`src/rtl/sync_gen_pulser.sv`:
```
// sync_gen_pulser
// Turns the sync_gen software control word into the design-wide sync pulse.
// The pulse is a single shot or periodic, and fires either directly from a
// software arm edge or from the next external PPS/trigger edge after arming.
//
// Ports:
//   user_clk     - sole clock
//   user_rst_n   - asynchronous active-low reset
//   ctrl_in      - [0] arm (rising edge), [1] periodic, [2] source (1 = ext),
//                  [3] stop, [4] count clear, [7:5] reserved, [31:8] period P
//   ext_sync_in  - asynchronous external trigger / PPS
//   sync_out     - registered sync pulse, PULSE_LEN cycles wide
//   busy         - state is not IDLE
//   armed        - waiting for the external edge
//   sync_count   - pulses started since reset or count clear (wraps)
module sync_gen_pulser #(
  parameter int PULSE_LEN = 4,
  parameter int PERIOD_W  = 24,
  parameter int CNT_W     = 32
) (
  input  logic             user_clk,
  input  logic             user_rst_n,
  input  logic [31:0]      ctrl_in,
  input  logic             ext_sync_in,
  output logic             sync_out,
  output logic             busy,
  output logic             armed,
  output logic [CNT_W-1:0] sync_count
);

  typedef enum logic [1:0] {IDLE, WAIT_EXT, PULSE, GAP} state_t;

  localparam logic [PERIOD_W-1:0] PLEN  = PERIOD_W'(PULSE_LEN);
  localparam logic [PERIOD_W-1:0] PLAST = PERIOD_W'(PULSE_LEN - 1);

  // A period shorter than the pulse would leave no low cycle between pulses.
  function automatic logic [PERIOD_W-1:0] clamp_period(input logic [PERIOD_W-1:0] p);
    return (p < PLEN) ? PLEN : p;
  endfunction

  state_t state, next_state;

  logic [31:0]         ctrl_q;
  logic                arm_q2;
  logic                first_q;
  logic                s1, s2, s3;
  logic                ext_edge_q;
  logic [PERIOD_W-1:0] ivl_cnt;
  logic [PERIOD_W-1:0] pe_q;

  logic arm_edge, ext_edge, stop, periodic, src, cnt_clr, pulse_start;
  logic unused_rsvd;

  assign unused_rsvd = ^ctrl_q[7:5];

  assign arm_edge = ctrl_q[0] & ~arm_q2 & ~first_q;
  assign ext_edge = s2 & ~s3;
  assign periodic = ctrl_q[1];
  assign src      = ctrl_q[2];
  assign stop     = ctrl_q[3];
  assign cnt_clr  = ctrl_q[4];

  // Control word capture, arm-edge history and ext synchroniser.
  // On the first clock after reset the edge history is loaded with the same
  // sample as ctrl_q, so an arm bit already high at reset release never
  // looks like a rising edge.
  always_ff @(posedge user_clk or negedge user_rst_n) begin
    if (!user_rst_n) begin
      ctrl_q     <= '0;
      arm_q2     <= 1'b0;
      first_q    <= 1'b1;
      s1         <= 1'b0;
      s2         <= 1'b0;
      s3         <= 1'b0;
      ext_edge_q <= 1'b0;
    end else begin
      ctrl_q     <= ctrl_in;
      arm_q2     <= first_q ? ctrl_in[0] : ctrl_q[0];
      first_q    <= 1'b0;
      s1         <= ext_sync_in;
      s2         <= s1;
      s3         <= s2;
      // Registered edge gives the 4-edge external latency.
      ext_edge_q <= ext_edge;
    end
  end

  // State register
  always_ff @(posedge user_clk or negedge user_rst_n) begin
    if (!user_rst_n) state <= IDLE;
    else             state <= next_state;
  end

  // Next-state logic; stop overrides everything including a fresh arm edge.
  always_comb begin
    next_state = state;
    if (stop) begin
      next_state = IDLE;
    end else begin
      case (state)
        IDLE:     if (arm_edge) next_state = src ? WAIT_EXT : PULSE;
        WAIT_EXT: if (ext_edge_q) next_state = PULSE;
        PULSE:    if (ivl_cnt == PLAST) next_state = periodic ? GAP : IDLE;
        GAP: begin
          if (!periodic)           next_state = IDLE;
          else if (ivl_cnt == pe_q) next_state = PULSE;
        end
        default:  next_state = IDLE;
      endcase
    end
  end

  // Output decode from the next state so outputs register with the state.
  assign pulse_start = (next_state == PULSE) && (state != PULSE);

  always_ff @(posedge user_clk or negedge user_rst_n) begin
    if (!user_rst_n) begin
      sync_out   <= 1'b0;
      busy       <= 1'b0;
      armed      <= 1'b0;
      sync_count <= '0;
      ivl_cnt    <= '0;
    end else begin
      sync_out <= (next_state == PULSE);
      busy     <= (next_state != IDLE);
      armed    <= (next_state == WAIT_EXT);
      // Interval counter is 0 on the first pulse cycle; next pulse at == pe_q.
      ivl_cnt  <= pulse_start ? '0 : ivl_cnt + 1'b1;
      if (cnt_clr)          sync_count <= '0;
      else if (pulse_start) sync_count <= sync_count + 1'b1;
    end
  end

  // Period latched at each pulse start; mid-interval writes apply next pulse.
  always_ff @(posedge user_clk) begin
    if (pulse_start) pe_q <= clamp_period(ctrl_q[8 +: PERIOD_W]);
  end

endmodule

```
`config.mk`:
```
export PLATFORM = sky130hd
export DESIGN_NAME = sync_gen_pulser
export DESIGN_NICKNAME = d
export VERILOG_FILES = /design/src/rtl/sync_gen_pulser.sv
export SDC_FILE = /design/constraint.sdc
export NUM_CORES = 1
export LEC_CHECK = 0
export CAP_MARGIN = 10
export CORE_MARGIN = 4
export CORE_UTILIZATION = 50
export CTS_BUF_LIST = sky130_fd_sc_hd__clkbuf_4
export DETAILED_ROUTE_END_ITERATION = 16
export HOLD_SLACK_MARGIN = 0.05
export PLACE_DENSITY_LB_ADDON = 0.25
export REMOVE_ABC_BUFFERS = 1
export SETUP_SLACK_MARGIN = 0.02
export SLEW_MARGIN = 20
export SYNTH_ARGS = -nofsm -noshare
export SYNTH_HDL_FRONTEND = slang
export SYNTH_SLANG_ARGS = --single-unit
```
`constraint.sdc`:
```
create_clock -name user_clk -period 3.14 [get_ports user_clk]
set_input_delay 0.628 -clock user_clk [delete_from_list [all_inputs] [get_ports user_clk]]
set_output_delay 0.628 -clock user_clk [all_outputs]
set_load 0.01 [all_outputs]
```
==> qor.csv, run 1 <==
metric,value,unit
ys async rst share,80.0,%
CTS HTree Levels,4,
Fill cells,895,
Top Ports,70,
Initial DRT Pass Iterations,4,
CTS tree,yes,
Inserted Diodes,0,
Worst Hold Launch,s1,
worst r2r dst,sync_count[23],
fin crit period,2620,ps
Worst Setup End Kind,register,
outcome,finished clean,
Worst Tran Pin Value,779,ps
min setup slack post-route,518,ps
Max VDD drop,0.391,mV
Post-Place Worst Slack,370,ps
Routed Antenna Nets,0,
R2R Setup Slk,520,ps
"top cells by area, synth","dfrtp_1 (44%), edfxtp_1 (13%), xnor2_1 (4.8%)",
"commonest non-fill, non-tap cell in the layout",dfrtp_1,
Reg2Reg Launch Point,ivl_cnt[15],
worst clock skew,14.0,ps
Final HPWL DP,7640,µm
pin count of the biggest net entering global routing,53,
Post-route DRC,0,
net switching fraction of the power,25.7,%
CP required,3550,ps
CP startpoint kind,register,
maximum clock frequency,0.381,GHz
Seq pwr share,52.8,%
Post-synth EDFFs,24,
post-synthesis sequential area ratio,57.3,%
Multi-input gate area,0.00209,mm²
mux contribution to synthesized area,4.13,%
"leading cell types in the layout, fill and taps excluded","dfrtp_1 (95), clkdlybuf4s50_1 (65), nor2_1 (58)",
Post-Synth XOR/XNOR Area,7.53,%
Max stage delay on crit path,760,ps
final net count,583,
core region area,0.0105,mm²
Synth Cell Area,0.00545,mm²
Compound-Gate Fraction of Synth Area,3.85,%
Starting Density,52.1,%
hold slack,364,ps
worst hold endpoint,s2,
setup tns final,0,ps
clock power share,37.7,%
Cells after DPL,661,
Net Switching,0.856,mW
maxcap violations,0,
DR vias,3787,
die area,0.0126,mm²
Setup Buffers After CTS,0,
RSZ-0062 raised after global routing,no,
area grow syn2layout,19.0,%
Slew Limit Headroom,48.1,%
Mean Syn Cell Area,10.9,µm²
Iter 0 DRT Violations,293,
Top Family by Delay on Critical Path,compound AO/OA/AOI/OAI gates,
Pwr Total,3.33,mW
Die X-Extent,112,µm
number of synthesized register bits,120,
gpl congestion,0.807,
"wirelength, routed",11400,µm
vias in the first global route,3871,
placed cell areas,0.00613,mm²
power density over the cells,513,mW/mm²
Hold Fails Final Rpt,0,
Unique masters post-synth,40,
clock-pin slew on the worst setup and hold paths,110,ps
Root Driver,clkbuf_4,
TritonCTS Buffers,17,
buffers added on ports,66,
Register Area,0.00312,mm²
hold path depth,0,
R2R depth,7,
Crit Path Category,reg2reg,
Logic pwr share,9.5,%
aggregate global-route resource usage,19.0,%
"Setup violations, final",0,
post-synthesis simple-gate area fraction,22.2,%
Leakage,2.57,nW
final worst-path cycle share,83.5,%
Post-Synth Adder-Cell Area,0.459,%
largest family of logic cells by synthesized area,simple AND/OR/NAND/NOR gates,
post-route design area,0.00649,mm²
Critical Path AT,3040,ps
"critical path, cell by cell",xnor2_2 -> nand4_1 -> nor4_4 -> a2111oi_4 -> buf_4 -> nor3_1 -> mux2_2,
Min-Delay Path Class,reg2reg,
Cell Int Power,2.47,mW
Mapped Cells,499,
layout cells sized above 1,12.2,%
final core utilization,62.0,%
vias per cell,5.45,
fin cells,695,
clock tree sinks,120,
CP bufs+invs,1,
initial antenna violation count,0,
Site Rows,37,
slowest CP cell,a2111oi_4,
post-synth top area share,43.6,%
grt total ovfl,0,
Worst-Skew Late Latency,520,ps
crit path max fanout,36,
"area leader, netlist",dfrtp_1,
fin. max-slew vios,0,
Die Height,112,µm
Most used DFF post-synth,dfrtp_1,
first-pass GRT wire length,19100,µm
Clock Path Buffers,2,
Syn. warnings,0,
Avg WL per Cell,16.3,µm
[synthesized netlist by cell type, types with 20 or more instances]
cell type and count:
nor2_1 58, edfxtp_1 24, clkbuf_1 34, xnor2_1 30
mux2_2 20, nor2b_1 23, dfrtp_1 95, nand3_1 21
nand4_1 27, nor3_1 23, nand2_1 23
[layout make-up]
class                           count  area share (%)
Clock buffer                       18            2.08
Clock inverter                     14            3.05
Inverter                            7           0.405
Multi-Input combinational cell    326            32.2
Sequential cell                   120            48.1
Tap cell                          136            2.62
Timing Repair Buffer               74            11.5
[power by group through the flow]
stage / clock (mW) / sequential, mW / combinational, mW
after floorplan: 0 / 1.77 / 0.176
final: 1.26 / 1.76 / 0.316
after global placement: 0 / 1.78 / 0.305
after detailed placement: 0 / 1.79 / 0.315
after global routing: 1.36 / 1.77 / 0.350
after CTS: 1.30 / 1.76 / 0.317
[routing by layer]
metal | track usage (%) | wire, µm | vias up
met5 | 0 | 0 | -
met4 | 7.45 | 195 | 0
met3 | 5.55 | 517 | 17
met2 | 29.7 | 5630 | 98
met1 | 25.1 | 5010 | 1838
li1 | - | - | 1834
[worst reg2reg max path, delay by kind of cell, from the launching register on]
kind | cells | cell delay [ps]
AOI/OAI and AO/OA | 1 | 760
xor gates and xnor gates | 1 | 180
buffers and inverters | 1 | 450
DFF | 1 | 500
muxes | 1 | 280
and+or+nand+nor | 3 | 370
[kinds of logic after synthesis]
| kind of cell | after synthesis |
|---|---|
| adders and majority gates | 2 |
| other | 1 |
| buffers and inverters | 53 |
| and+or+nand+nor | 226 |
| muxes | 20 |
| DFF | 120 |
| AOI/OAI and AO/OA | 31 |
| xor gates and xnor gates | 46 |
[worst max path at each step]
stage	start	to	slack, ps	cells past startpoint
floorplan	state[0]	pe_q[0]	-190	4
global placement	ivl_cnt[15]	pe_q[12]	420	5
detailed placement	ivl_cnt[15]	pe_q[21]	370	5
CTS	ivl_cnt[15]	pe_q[9]	360	5
global route	ivl_cnt[15]	sync_count[23]	350	7
finish	ivl_cnt[15]	sync_count[23]	520	7
[state kept, by name, indices dropped and copies added, names as in the netlist, 2 cells and up]
name	cells
sync_count	32
ctrl_q	29
pe_q	24
state	2
ivl_cnt	24
[what timing repair did]
action / 4_1_cts / 5_1_grt
endpoints found under the hold margin: 31 / 0
resized for setup: 0 / 0
hold buffers: 1 / 0
No activity file was read; power rests on OpenSTA's default activity.
==> inputs of run 2 (changes only) <==
==> constraint.sdc (replaced) <==
create_clock -name user_clk -period 2.5 [get_ports user_clk]
set_input_delay 0.5 -clock user_clk [delete_from_list [all_inputs] [get_ports user_clk]]
set_output_delay 0.5 -clock user_clk [all_outputs]
set_load 0.01 [all_outputs]
==> run 2 against run 1 <==
Net effect: global-route usage up 0.47 points; die area unchanged; combinational power up 33%; count of clock-buffer cells in the layout up 2; clock power up 18%; largest cell class unchanged.
==> qor.csv, run 2 (synthesized netlist as in run 1, its figures left out) <==
metric,value,unit,change
clock-pin slew on the worst setup and hold paths,100,ps,about the same
Critical Path AT,2810,ps,-230 ps
maxcap violations,0,,unchanged
CTS HTree Levels,4,,unchanged
"commonest non-fill, non-tap cell in the layout",dfrtp_1,,
first-pass GRT wire length,19500,µm,+1.8%
TritonCTS Buffers,17,,unchanged
buffers added on ports,66,,unchanged
outcome,finished clean,,
Slew Limit Headroom,58.5,%,+10 points
Multi-input gate area,0.00211,mm²,+0.72%
CTS tree,yes,,
final net count,598,,+2.6%
die area,0.0126,mm²,unchanged
top flop regs,"sync_count (32), ctrl_q (29)",,
Iter 0 DRT Violations,217,,-26%
vias in the first global route,3923,,+1.3%
Setup crit start,ivl_cnt[5],,
Inserted Diodes,0,,unchanged
fin crit period,2350,ps,-277 ps
Root Driver,clkbuf_4,,
slowest CP cell,or4_1,,
Register Area,0.00313,mm²,about the same
DR vias,3915,,+3.4%
Min-Delay Path Class,reg2reg,,
fin cells,710,,+2.2%
"critical path, cell by cell",xnor2_1 -> nand4_1 -> nor4_4 -> a2111oi_4 -> buf_4 -> or4_1 -> a21oi_1,,
Starting Density,52.1,%,unchanged
Pwr Total,4.11,mW,+24%
vias per cell,5.51,,+1.2%
Site Rows,37,,unchanged
Worst Setup End Kind,register,,
aggregate global-route resource usage,19.5,%,+0.47 points
crit path max fanout,10,,-72%
Routed Antenna Nets,0,,unchanged
max reg flops,32,,unchanged
Clock Path Buffers,2,,unchanged
Max VDD drop,0.484,mV,+24%
RSZ-0062 raised after global routing,yes,,
Initial DRT Pass Iterations,5,,+1
final worst-path cycle share,93.8,%,+10 points
Die X-Extent,112,µm,unchanged
final core utilization,63.0,%,+0.97 points
area grow syn2layout,20.9,%,
gpl congestion,0.828,,+2.6%
Crit Path Category,reg2reg,,
grt total ovfl,0,,unchanged
Worst Tran Pin Value,623,ps,-157 ps
setup tns final,0,ps,unchanged
Top reg by flops,sync_count,,
Worst-Skew Late Latency,540,ps,+20 ps
Reg2Reg Launch Point,ivl_cnt[5],,
initial antenna violation count,0,,unchanged
Avg WL per Cell,16.2,µm,-0.80%
worst clock skew,16.7,ps,+2.69 ps
core region area,0.0105,mm²,unchanged
Die Height,112,µm,unchanged
"wirelength, routed",11500,µm,+1.3%
Leakage,2.64,nW,+2.6%
layout cells sized above 1,14.3,%,+2.1 points
Fill cells,860,,-3.9%
pin count of the biggest net entering global routing,53,,unchanged
placed cell areas,0.00625,mm²,+1.9%
fin. max-slew vios,0,,unchanged
"leading cell types in the layout, fill and taps excluded","dfrtp_1 (93), clkdlybuf4s50_1 (65), nor2_1 (58)",,
CP startpoint kind,register,,
clock tree sinks,120,,unchanged
Top Ports,70,,unchanged
Post-route DRC,0,,unchanged
post-route design area,0.00659,mm²,+1.6%
Final HPWL DP,7920,µm,+3.7%
Max stage delay on crit path,490,ps,-270 ps
Hold Fails Final Rpt,0,,unchanged
Worst Hold Launch,s1,,
maximum clock frequency,0.426,GHz,+12%
Cells after DPL,675,,+2.1%
CP required,2970,ps,-580 ps
"Setup violations, final",0,,unchanged
power density over the cells,624,mW/mm²,+22%
[run 2: stage by stage]
stage	hold WS (ps)	setup WS (ps)
after detailed placement	340	108
after floorplan	204	-829
final	359	154
after global placement	340	115
after global routing	336	18.1
after CTS	335	83.8
[run 2: path summary, 6_finish.rpt]
check                                 end  slack, ps  cells after the start
setup / recovery           sync_count[16]        150                      7
hold / removal                         s2        360                      0
setup reg to reg           sync_count[16]        150                      7
hold reg to reg                        s2        360                      0
max in group asynchronous         first_q       1430                      3
min in group asynchronous     ivl_cnt[14]        410                      2
[run 2: layer usage]
layer | vias up | wire length [µm] | GRT usage [%]
met1 | 1933 | 5130 | 26.9
met5 | - | 0 | 0
met2 | 92 | 5620 | 29.4
li1 | 1873 | - | -
met4 | 0 | 167 | 7.29
met3 | 17 | 587 | 5.55
[run 2: where the power goes]
group | internal, mW | switching, mW | leakage (nW)
Clock | 0.808 | 0.685 | 0.167
Combinational | 0.203 | 0.216 | 1.01
Sequential | 2.10 | 0.0987 | 1.46
[run 2: layout make-up]
type	instances	area share, %
timing repair buffer	88	13.0
clock buffer	20	2.28
clock inverter	12	2.39
multi-input combinational	327	32.0
inverter	7	0.399
tap	136	2.58
sequential	120	47.4
[run 2: what timing repair did]
| action | in CTS | in global routing |
|---|---|---|
| hold endpoints to repair | 23 | 0 |
| endpoints found under the setup margin | 0 | 12 |
| hold buffers | 1 | 0 |
| setup buffers | 0 | 1 |
| gates resized for setup | 0 | 3 |
[run 2: worst max-delay path, delay by kind of cell (launching register included)]
| kind | cells | cell delay (ps) |
|---|---|---|
| xor+xnor | 1 | 180 |
| simple gates | 3 | 1060 |
| buf+inv | 1 | 220 |
| flops | 1 | 450 |
| compound gates | 2 | 360 |
==> inputs of run 3 (changes only) <==
--- a/config.mk
+++ b/config.mk
@@ -7,7 +7,7 @@
 export LEC_CHECK = 0
 export CAP_MARGIN = 10
 export CORE_MARGIN = 4
-export CORE_UTILIZATION = 50
+export CORE_UTILIZATION = 30
 export CTS_BUF_LIST = sky130_fd_sc_hd__clkbuf_4
 export DETAILED_ROUTE_END_ITERATION = 16
 export HOLD_SLACK_MARGIN = 0.05
==> constraint.sdc (replaced) <==
create_clock -name user_clk -period 1.9 [get_ports user_clk]
set_input_delay 0.38 -clock user_clk [delete_from_list [all_inputs] [get_ports user_clk]]
set_output_delay 0.38 -clock user_clk [all_outputs]
set_load 0.01 [all_outputs]
==> run 3 against run 2 <==
Net effect: largest cell class unchanged; sequential power increased by 30%; cell area increased by 18%; global-route usage decreased by 5.0 points; cell count increased by 24%; worst hold slack got worse by 73 ps; the flow now finishes with violations (negative setup slack); register-to-register slack got worse by 540 ps; critical endpoint is now sync_count[12]; core utilization decreased by 20 points; critical path depth unchanged; via count increased by 9.1%; combinational power increased by 130%.
==> qor.csv, run 3 (synthesized netlist as in run 1, its figures left out) <==
metric,value,unit,change
Slew Limit Headroom,64.1,%,+5.6 points
vias in the first global route,4470,,+14%
Max VDD drop,0.297,mV,-39%
hold slack,286,ps,-73.2 ps
power density over the cells,709,mW/mm²,+14%
buffers added on ports,66,,unchanged
Seq pwr share,52.1,%,-1.4 points
grt total ovfl,0,,unchanged
Final HPWL DP,9710,µm,+23%
maxcap violations,0,,unchanged
Site Rows,49,,+32%
min setup slack post-route,-388,ps,-542 ps
"commonest non-fill, non-tap cell in the layout",dfrtp_1,,
Critical Path AT,2740,ps,-70 ps
Max stage delay on crit path,540,ps,+50 ps
Cell Int Power,3.93,mW,+26%
Die Height,143,µm,+27%
outcome,finished with violations,,
"wirelength, routed",14500,µm,+26%
final worst-path cycle share,120,%,+27 points
Top Family by Delay on Critical Path,simple AND/OR/NAND/NOR gates,,
CTS tree,yes,,
Pwr Total,5.51,mW,+34%
area grow syn2layout,42.5,%,
Logic pwr share,17.3,%,+7.1 points
CP bufs+invs,1,,unchanged
final core utilization,43.4,%,-20 points
TritonCTS Buffers,17,,unchanged
Inserted Diodes,0,,unchanged
Die X-Extent,143,µm,+27%
"critical path, cell by cell",xnor2_1 -> nand4_1 -> nor4_4 -> a2111oi_4 -> buf_12 -> or4_1 -> a21oi_2,,
Worst Setup End Kind,register,,
vias per cell,4.84,,-12%
CP startpoint kind,register,,
Fill cells,1729,,+100%
core region area,0.0179,mm²,+71%
layout cells sized above 1,34.6,%,+20 points
Root Driver,clkbuf_4,,
placed cell areas,0.00689,mm²,+10%
setup tns final,-25850,ps,-25850 ps
first-pass GRT wire length,22900,µm,+18%
Post-route DRC,0,,unchanged
R2R Setup Slk,-390,ps,-540 ps
Clock Path Buffers,2,,unchanged
Hold Fails Final Rpt,0,,unchanged
Leakage,3.33,nW,+26%
Initial DRT Pass Iterations,5,,unchanged
Multi-input gate area,0.00244,mm²,+16%
Worst Tran Pin Value,538,ps,-84.2 ps
Min-Delay Path Class,in2reg,,
gpl congestion,0.830,,+0.24%
failing checks,negative setup slack,,
pin count of the biggest net entering global routing,53,,unchanged
Register Area,0.00313,mm²,about the same
"Setup violations, final",84,,+84
clock power share,30.6,%,-5.7 points
aggregate global-route resource usage,14.4,%,-5.0 points
Net Switching,1.57,mW,+57%
DR vias,4273,,+9.1%
CP required,2360,ps,-610 ps
Starting Density,30.5,%,-22 points
Routed Antenna Nets,0,,unchanged
RSZ-0062 raised after global routing,yes,,
CTS HTree Levels,4,,unchanged
worst clock skew,21.4,ps,+4.73 ps
Avg WL per Cell,16.5,µm,+1.6%
hold path depth,1,,+1
clock-pin slew on the worst setup and hold paths,110,ps,about the same
Crit path depth,7,,unchanged
clock tree sinks,120,,unchanged
post-route design area,0.00777,mm²,+18%
max reg flops,32,,unchanged
Worst-Skew Late Latency,520,ps,-20 ps
fin crit period,2290,ps,-57.9 ps
fin. max-slew vios,0,,unchanged
die area,0.0204,mm²,+61%
final net count,678,,+13%
Iter 0 DRT Violations,150,,-31%
maximum clock frequency,0.437,GHz,+2.5%
Crit Path Category,reg2reg,,
top flop regs,"sync_count (32), ctrl_q (29)",,
initial antenna violation count,0,,unchanged
crit path max fanout,28,,+18
slowest CP cell,or4_1,,
net switching fraction of the power,28.6,%,+4.3 points
Top Ports,70,,unchanged
"leading cell types in the layout, fill and taps excluded","dfrtp_1 (94), buf_4 (81), nor2_1 (34)",,
R2R depth,7,,unchanged
Top reg by flops,sync_count,,
run 3: changes by cell type in the layout (fill, tap and decap cells not counted), moves of 7 or more:
cell / before / now
buf_4: 19 / 81
clkdlybuf4s50_1: 65 / 32
dlygate4sd2_1: 0 / 28
nor2_1: 58 / 34
nor3_1: 23 / 5
nor3_2: 0 / 17
nor2_4: 1 / 15
nor2_2: 0 / 10
buf_6: 1 / 9
a21oi_1: 15 / 8
buf_12: 2 / 9
run 3: final timing paths:
kind,from,endpoint
setup / recovery,pe_q[20],sync_count[12]
hold / removal,ctrl_in[21],ctrl_q[21]
setup reg to reg,pe_q[20],sync_count[12]
hold reg to reg,s1,s2
max in group asynchronous,user_rst_n,first_q
min in group asynchronous,user_rst_n,ctrl_q[19]
run 3: timing repair:
| action | in CTS | in global routing |
|---|---|---|
| cloned | 1 | 4 |
| resized for setup | 71 | 56 |
| pin swaps | 18 | 19 |
| hold buffers | 1 | 0 |
| buffers inserted | 14 | 3 |
| hold endpoints to repair | 24 | 0 |
| endpoints found under the setup margin | 117 | 91 |
run 3: area by class of cell:
class | count | area share (%)
flip-flops and latches | 120 | 40.2
multi-input cells | 326 | 31.5
repair buffers | 169 | 21.0
well taps | 229 | 3.69
clock buffers | 20 | 1.93
clock inverters | 12 | 1.34
inverters | 7 | 0.338
run 3: worst reg2reg max path, delay by kind of cell, from the launching register on:
kind                      cells  cell delay, ps
and+or+nand+nor               3            1070
DFF                           1             430
AOI/OAI and AO/OA             2             320
buffers and inverters         1             200
xor gates and xnor gates      1             190
run 3: through the flow:
stage          setup slack [ps]  instances
6_report                   -388        883
5_1_grt                    -449        883
4_1_cts                    -356        877
3_5_place_dp               -375        830
3_3_place_gp               -374        830
2_1_floorplan             -1430        453
run 3: power groups by stage:
stage	clock [mW]	combinational [mW]	sequential, mW
after floorplan	0	0.290	2.93
after global placement	0	0.731	2.90
after detailed placement	0	0.744	2.91
after CTS	1.75	0.817	2.87
after global routing	1.87	1.03	2.89
final	1.69	0.953	2.87
run 3: per-layer routing:
layer / GRT usage (%) / vias to the layer above / share of wire (%)
met5: 0 / - / 0
met4: 5.70 / 0 / 2.6
met3: 4.39 / 23 / 4.3
met2: 24.2 / 96 / 51
met1: 17.5 / 2126 / 43
li1: - / 2028 / -
